===== src/rtl/ps2_pkg.sv =====
`default_nettype none
// ============================================================================
//  Module   : ps2_pkg
//  Purpose  : Shared types and constants for the PS/2 mouse packet decoder.
//             Holds the framing FSM state type, the byte0 bit positions of a
//             standard 3-byte mouse packet and the delta decode helper.
//  Ports    : none (package)
//  Revision : 1.0 - initial release
// ============================================================================
package ps2_pkg;

  typedef enum logic [1:0] {
    WAIT_B0 = 2'd0,
    WAIT_B1 = 2'd1,
    WAIT_B2 = 2'd2,
    UPDATE  = 2'd3
  } ps2_state_t;

  // byte0 bit positions
  localparam int BTN_L = 0;
  localparam int BTN_R = 1;
  localparam int BTN_M = 2;
  localparam int SYNC  = 3;
  localparam int XS    = 4;
  localparam int YS    = 5;
  localparam int XO    = 6;
  localparam int YO    = 7;

  // Build the 9-bit two's-complement delta from the sign bit in byte0 and the
  // low byte. An axis whose overflow bit is set carries no usable magnitude,
  // so it contributes no movement.
  function automatic logic signed [8:0] decode_delta(
    input logic       sign,
    input logic [7:0] low,
    input logic       ovf
  );
    logic signed [8:0] d;
    d = ovf ? 9'sd0 : $signed({sign, low});
    return d;
  endfunction

endpackage
`default_nettype wire


===== src/rtl/ps2_pos_accum.sv =====
`default_nettype none
// ============================================================================
//  Module   : ps2_pos_accum
//  Purpose  : One-axis position accumulator. Adds a signed 9-bit delta to the
//             current position and saturates the result to 0..MAX.
//  Ports    : clk   - system clock
//             rst   - synchronous active-high reset, clears the position
//             en    - apply delta this cycle
//             delta - signed 9-bit movement
//             pos   - clamped 8-bit position register
//  Revision : 1.0 - initial release
// ============================================================================
module ps2_pos_accum #(
  parameter int MAX = 99
) (
  input  logic              clk,
  input  logic              rst,
  input  logic              en,
  input  logic signed [8:0] delta,
  output logic [7:0]        pos
);

  localparam logic signed [10:0] C_MAX11 = 11'(MAX);
  localparam logic [7:0]         C_MAX8  = 8'(MAX);

  logic signed [10:0] w_sum;
  logic [7:0]         w_pos_next;

  // 11 bits holds 0..255 plus -256..255 without wrap, so the clamp below
  // always sees the true arithmetic result.
  assign w_sum = $signed({3'b000, pos}) + $signed({{2{delta[8]}}, delta});

  always_comb begin
    w_pos_next = w_sum[7:0];
    if (w_sum < 11'sd0) begin
      w_pos_next = 8'd0;
    end else if (w_sum > C_MAX11) begin
      w_pos_next = C_MAX8;
    end
  end

  always_ff @(posedge clk) begin
    if (rst) begin
      pos <= 8'd0;
    end else if (en) begin
      pos <= w_pos_next;
    end
  end

endmodule
`default_nettype wire


===== src/rtl/ps2_mouse_pkt_decoder.sv =====
`default_nettype none
// ============================================================================
//  Module   : ps2_mouse_pkt_decoder
//  Purpose  : Frames the PS/2 receive byte stream into 3-byte mouse packets,
//             decodes buttons and signed X/Y deltas, and accumulates clamped
//             absolute coordinates for the display path.
//  Ports    : clk, rst                 - clock, synchronous active-high reset
//             rx_data, rx_vld          - received byte and its 1-cycle strobe
//             init_done                - streaming enabled
//             pkt_vld                  - 1-cycle pulse, new packet applied
//             left/right/middle_button - buttons of the last good packet
//             x_coord, y_coord         - accumulated, clamped position
//             pkt_cnt_o                - good-packet counter, mod 8
//             seq_error, ovf_error     - sticky error flags
//  Revision : 1.0 - initial release
// ============================================================================
module ps2_mouse_pkt_decoder
  import ps2_pkg::*;
#(
  parameter int X_MAX       = 99,
  parameter int Y_MAX       = 99,
  parameter int TIMEOUT_CYC = 100000
) (
  input  logic       clk,
  input  logic       rst,
  input  logic [7:0] rx_data,
  input  logic       rx_vld,
  input  logic       init_done,
  output logic       pkt_vld,
  output logic       left_button,
  output logic       right_button,
  output logic       middle_button,
  output logic [7:0] x_coord,
  output logic [7:0] y_coord,
  output logic [2:0] pkt_cnt_o,
  output logic       seq_error,
  output logic       ovf_error
);

  localparam int            C_TW       = (TIMEOUT_CYC > 1) ? $clog2(TIMEOUT_CYC) : 1;
  localparam logic [C_TW-1:0] C_TMO_LAST = C_TW'(TIMEOUT_CYC - 1);

  ps2_state_t        r_state, w_state_nxt;
  logic [C_TW-1:0]   r_tmo, w_tmo_nxt;
  logic [7:0]        r_byte0, r_byte1, r_byte2;
  logic              w_lat0, w_lat1, w_lat2;
  logic              w_seq_set;
  logic              w_update;
  logic signed [8:0] w_dx, w_dy;

  // --------------------------------------------------------------------------
  // Next-state logic. A byte arriving in UPDATE is treated as a fresh byte0 so
  // back-to-back packets lose nothing; the update itself still uses the
  // previously latched bytes because they are only overwritten at the edge.
  // --------------------------------------------------------------------------
  always_comb begin
    w_state_nxt = r_state;
    w_tmo_nxt   = '0;
    w_lat0      = 1'b0;
    w_lat1      = 1'b0;
    w_lat2      = 1'b0;
    w_seq_set   = 1'b0;
    w_update    = 1'b0;

    if (!init_done) begin
      // Streaming disabled: abandon any partial packet silently.
      w_state_nxt = WAIT_B0;
    end else begin
      case (r_state)
        WAIT_B0, UPDATE: begin
          w_update    = (r_state == UPDATE);
          w_state_nxt = WAIT_B0;
          if (rx_vld) begin
            if (rx_data[SYNC]) begin
              w_lat0      = 1'b1;
              w_state_nxt = WAIT_B1;
            end else begin
              w_seq_set = 1'b1;
            end
          end
        end

        WAIT_B1, WAIT_B2: begin
          // A byte on the expiry cycle takes priority over the timeout.
          if (rx_vld) begin
            if (r_state == WAIT_B1) begin
              w_lat1      = 1'b1;
              w_state_nxt = WAIT_B2;
            end else begin
              w_lat2      = 1'b1;
              w_state_nxt = UPDATE;
            end
          end else if (r_tmo == C_TMO_LAST) begin
            w_seq_set   = 1'b1;
            w_state_nxt = WAIT_B0;
          end else begin
            w_tmo_nxt = r_tmo + 1'b1;
          end
        end

        default: begin
          w_state_nxt = WAIT_B0;
        end
      endcase
    end
  end

  always_ff @(posedge clk) begin
    if (rst) begin
      r_state <= WAIT_B0;
      r_tmo   <= '0;
      r_byte0 <= 8'd0;
      r_byte1 <= 8'd0;
      r_byte2 <= 8'd0;
    end else begin
      r_state <= w_state_nxt;
      r_tmo   <= w_tmo_nxt;
      if (w_lat0) r_byte0 <= rx_data;
      if (w_lat1) r_byte1 <= rx_data;
      if (w_lat2) r_byte2 <= rx_data;
    end
  end

  // --------------------------------------------------------------------------
  // Packet decode and output registers.
  // --------------------------------------------------------------------------
  assign w_dx = decode_delta(r_byte0[XS], r_byte1, r_byte0[XO]);
  assign w_dy = decode_delta(r_byte0[YS], r_byte2, r_byte0[YO]);

  always_ff @(posedge clk) begin
    if (rst) begin
      pkt_vld       <= 1'b0;
      left_button   <= 1'b0;
      right_button  <= 1'b0;
      middle_button <= 1'b0;
      pkt_cnt_o     <= 3'd0;
      seq_error     <= 1'b0;
      ovf_error     <= 1'b0;
    end else begin
      pkt_vld <= w_update;
      if (w_update) begin
        left_button   <= r_byte0[BTN_L];
        right_button  <= r_byte0[BTN_R];
        middle_button <= r_byte0[BTN_M];
        pkt_cnt_o     <= pkt_cnt_o + 3'd1;
        if (r_byte0[XO] || r_byte0[YO]) ovf_error <= 1'b1;
      end
      if (w_seq_set) seq_error <= 1'b1;
    end
  end

  ps2_pos_accum #(.MAX(X_MAX)) u_x_accum (
    .clk   (clk),
    .rst   (rst),
    .en    (w_update),
    .delta (w_dx),
    .pos   (x_coord)
  );

  ps2_pos_accum #(.MAX(Y_MAX)) u_y_accum (
    .clk   (clk),
    .rst   (rst),
    .en    (w_update),
    .delta (w_dy),
    .pos   (y_coord)
  );

endmodule
`default_nettype wire


===== config.mk =====
export PLATFORM = sky130hd
export DESIGN_NAME = ps2_mouse_pkt_decoder
export DESIGN_NICKNAME = d
export VERILOG_FILES = /design/src/rtl/ps2_pkg.sv /design/src/rtl/ps2_pos_accum.sv /design/src/rtl/ps2_mouse_pkt_decoder.sv
export SDC_FILE = /design/constraint.sdc
export NUM_CORES = 1
export LEC_CHECK = 0
export CORE_MARGIN = 3
export CORE_UTILIZATION = 45
export DETAILED_ROUTE_END_ITERATION = 16
export PLACE_DENSITY = 0.65
export SYNTH_ARGS = -nofsm -noshare
export SYNTH_HDL_FRONTEND = slang
export SYNTH_HIERARCHICAL = 1
export SYNTH_SLANG_ARGS = --single-unit

===== constraint.sdc =====
create_clock -name clk -period 3.1 [get_ports clk]
set_input_delay 0.93 -clock clk [delete_from_list [all_inputs] [get_ports clk]]
set_output_delay 0.93 -clock clk [all_outputs]
set_load 0.02 [all_outputs]

==> run metrics <==
Die Wd=97.76 µm; Die Area=between 9000 and 10000 µm²; RSZ-0062 raised after global routing=false; synth warn=6; core area=7928 µm²; Cell Area, Placed=4183 µm²; vias in the first global route=2879; Total Wirelength=8146 µm; Req. time, crit path=roughly 3.4 ns; Max-slew headroom=0.3782; number of synthesized register bits=67; Final WS setup=0.3562 ns; number of distinct library cells after synthesis=56; Max VDD drop=about 0.00023 V; CP max FO=8; # H-tree levels=3; Setup CP Type=flip-flop to flip-flop; CP max stage delay=0.47 ns; DRT iter0 DRCs=between 100 and 150; Starting Density=0.4779; sequential area share after synthesis=0.3540; GRT busiest layer=met2; Hold Path Class=flip-flop to flip-flop; Final Hold Fails=0; Congestion Overflow GR=0; crit share post-route=0.8851; Synth-to-Final Area Change=15.59%; post-route DRC violation count=0; async set or reset register ratio after synthesis=0; pin count of the biggest net entering global routing=31; CP arrival=just over 3 ns; num ports=37; IO Port Bufs=36; cells after synthesis=419; Routed Antenna Nets=0; Power per Cell Area=371.6 nW/µm²; dpl hpwl=just over 6000 µm; met2 GRT Util=0.2804; Net Count, Synth=454; router iterations before antenna repair=4; via-per-instance ratio=5.454; fmax=around 360 MHz; Syn Area/Cell=about 9.0 µm²; fin crit period=2.744 ns; post-layout power=1627 µW; Hold Path Depth=2; clock-pin slew of the registers on the worst-case setup and hold paths=0.07 ns; CTS tree=done; startpoint types=flip-flop; leading area contributor after synthesis=dfxtp_1; WL/cell=14.57 µm; latest clock arrival within the worst-skew pair=approximately 0.34 ns; Layout Nets=487; Most used DFF post-synth=dfxtp_1; crit path cell chain=buf_4, nor2b_1, ha_1, nand2_1, o31ai_1, xor2_1, and3_1, a311oi_4, a32o_1; skew final=0.008398 ns; # diodes=0; post-CTS setup buffer count=0; Crit. End Element=flip-flop; Finished Cell Area=4379 µm²; Syn Std Cell Area=3789 µm²; Levels on crit path=9; met1 usage=0.2401; CP bufs+invs=1; Worst path slowest cell=o31ai_1; GP Congestion=0.8878; top-area cell type share of the netlist area=0.3540; first-pass GRT wire length=~14000 µm; initial antenna violation count=0; layout cells sized above 1=0.1007; Top delay family on crit path=compound AO/OA/AOI/OAI gates; Placement Setup Slack=0.1735 ns; placed cell count=~540; Post-synth EDFFs=0; Site Rows=32; largest cells by area after synthesis=dfxtp_1 35%, ha_1 6.9%, nor2_1 5.1%, mux2i_1 4.0%, xnor2_1 3.9%; Slew Limit Fails=0; status=completed; Chip Height=~98 µm; setup violators final=0; Vias=slightly above 3000; met3 usage=0.04143; fin cells=559; max cap viols=0; Fillers=748; cts bufs inserted=9; Sinks on Clock Net=67; root buffer cell=clkbuf_8; All-Layer GR Usage=0.1769; slew of the pin with the lowest slew margin=0.9264 ns; Max clock buf depth=2; Reg2Reg Depth=9; Setup TNS Final=0 ns; P_leak=0.001734 µW
layout make-up:
type                    count  area, µm²  share of cell area
multi-input cells         323       2281              0.5209
well taps                 102      127.6             0.02914
clock buffers              13      168.9             0.03857
flip-flops and latches     67       1341              0.3063
repair buffers             42      405.4             0.09257
clock inverters             3      21.27            0.004857
inverters                   9      33.78            0.007714
per-stage QoR:
step	hold slack, ns	utilization
2_1_floorplan	0.4296	-
3_3_place_gp	0.4385	0.5276
3_5_place_dp	0.4470	0.5276
4_1_cts	0.4567	0.5516
5_1_grt	0.4734	0.5524
6_report	0.4527	0.5524
synthesized netlist by cell type, types with 2 or more instances:
cell       instances
and3_1             5
nand3_1            9
a31oi_1            2
o21ai_0           20
nand2_1           38
dfxtp_1           67
nor2b_1           18
buf_4              6
a311oi_1           2
xnor2_1           17
xor2_1            13
nor3_2             3
o31ai_2            2
nor2_1            51
buf_6              5
clkbuf_2           2
or3b_1             2
and4_1             2
a32o_1             6
a22oi_1            8
o21bai_2           2
a21boi_0           2
a21o_1             8
nand2b_1           2
a311o_1            2
a211oi_2           4
a21oi_1           23
o21bai_1           2
and2_1             2
nor4_1             3
ha_1              21
o31ai_1            4
inv_1              8
or2b_2             2
a311oi_4           2
a2111oi_2          2
mux2i_1           15
nand4_1            8
mux2_2             2
fa_1               2
nor4b_1            2
nor3_1             4
clkbuf_1           6
final timing paths:
kind                            slack, ns                to        from
worst max-delay path                 0.36  u_x_accum/pos[2]  r_byte0[6]
worst min-delay path                 0.45         ovf_error   ovf_error
worst max register to register       0.36  u_x_accum/pos[2]  r_byte0[6]
worst min register to register       0.45         ovf_error   ovf_error
logic make-up (layout without fill, tap and decap cells):
group           count (synthesis)  count (layout)  share of synthesized area
buf+inv                        29              67                    0.04557
compound gates                 95              95                     0.1899
xor+xnor                       30              30                    0.06935
mux                            17              17                    0.04557
simple gates                  158             158                     0.2157
flops                          67              67                     0.3540
fa+ha+maj                      23              23                    0.07992
power breakdown:
group,switching [µW],internal (µW),total [µW],leakage (µW)
Combinational,43.9,32.6,76.5,0.00110
Clock,324,356,680,0.0000956
Sequential,4.07,866,871,0.000540
Total,372,1260,1630,0.00173
cells in the final DEF (no fill, tap or decap), drive strengths merged, types with 9 or more instances in the layout:
cell and instances:
ha 21, nand3 10, mux2i 15, clkdlybuf4s50 36, xnor2 17, nand4 9
nor2b 18, dfxtp 67, a21oi 23, nor2 51, xor2 13, clkbuf 13
nand2 39, o21ai 20
worst min-delay path, stage by stage, from the launching register on:
cell	delay, ns
dfxtp_1	0.31
inv_1	0.05
a21oi_1	0.05
flip-flops by register name, indices dropped and copies added (netlist names):
name	count
r_state	2
r_byte0	7
r_byte1	8
right_button	1
r_byte2	8
u_y_accum/pos	8
pkt_cnt_o	3
r_tmo	17
ovf_error	1
u_x_accum/pos	8
left_button	1
middle_button	1
pkt_vld	1
seq_error	1
what timing repair did:
| item | CTS | global route |
|---|---|---|
| resized for setup | 0 | 1 |
| setup endpoints to repair | 0 | 1 |
| hold buffers | 0 | 0 |
routing by layer:
metal	vias up	part of all wire
met5	-	0
met4	0	0.0080
met3	6	0.039
met2	62	0.46
met1	1423	0.50
li1	1558	-
Note: power is estimated with default switching activity, not from simulation.
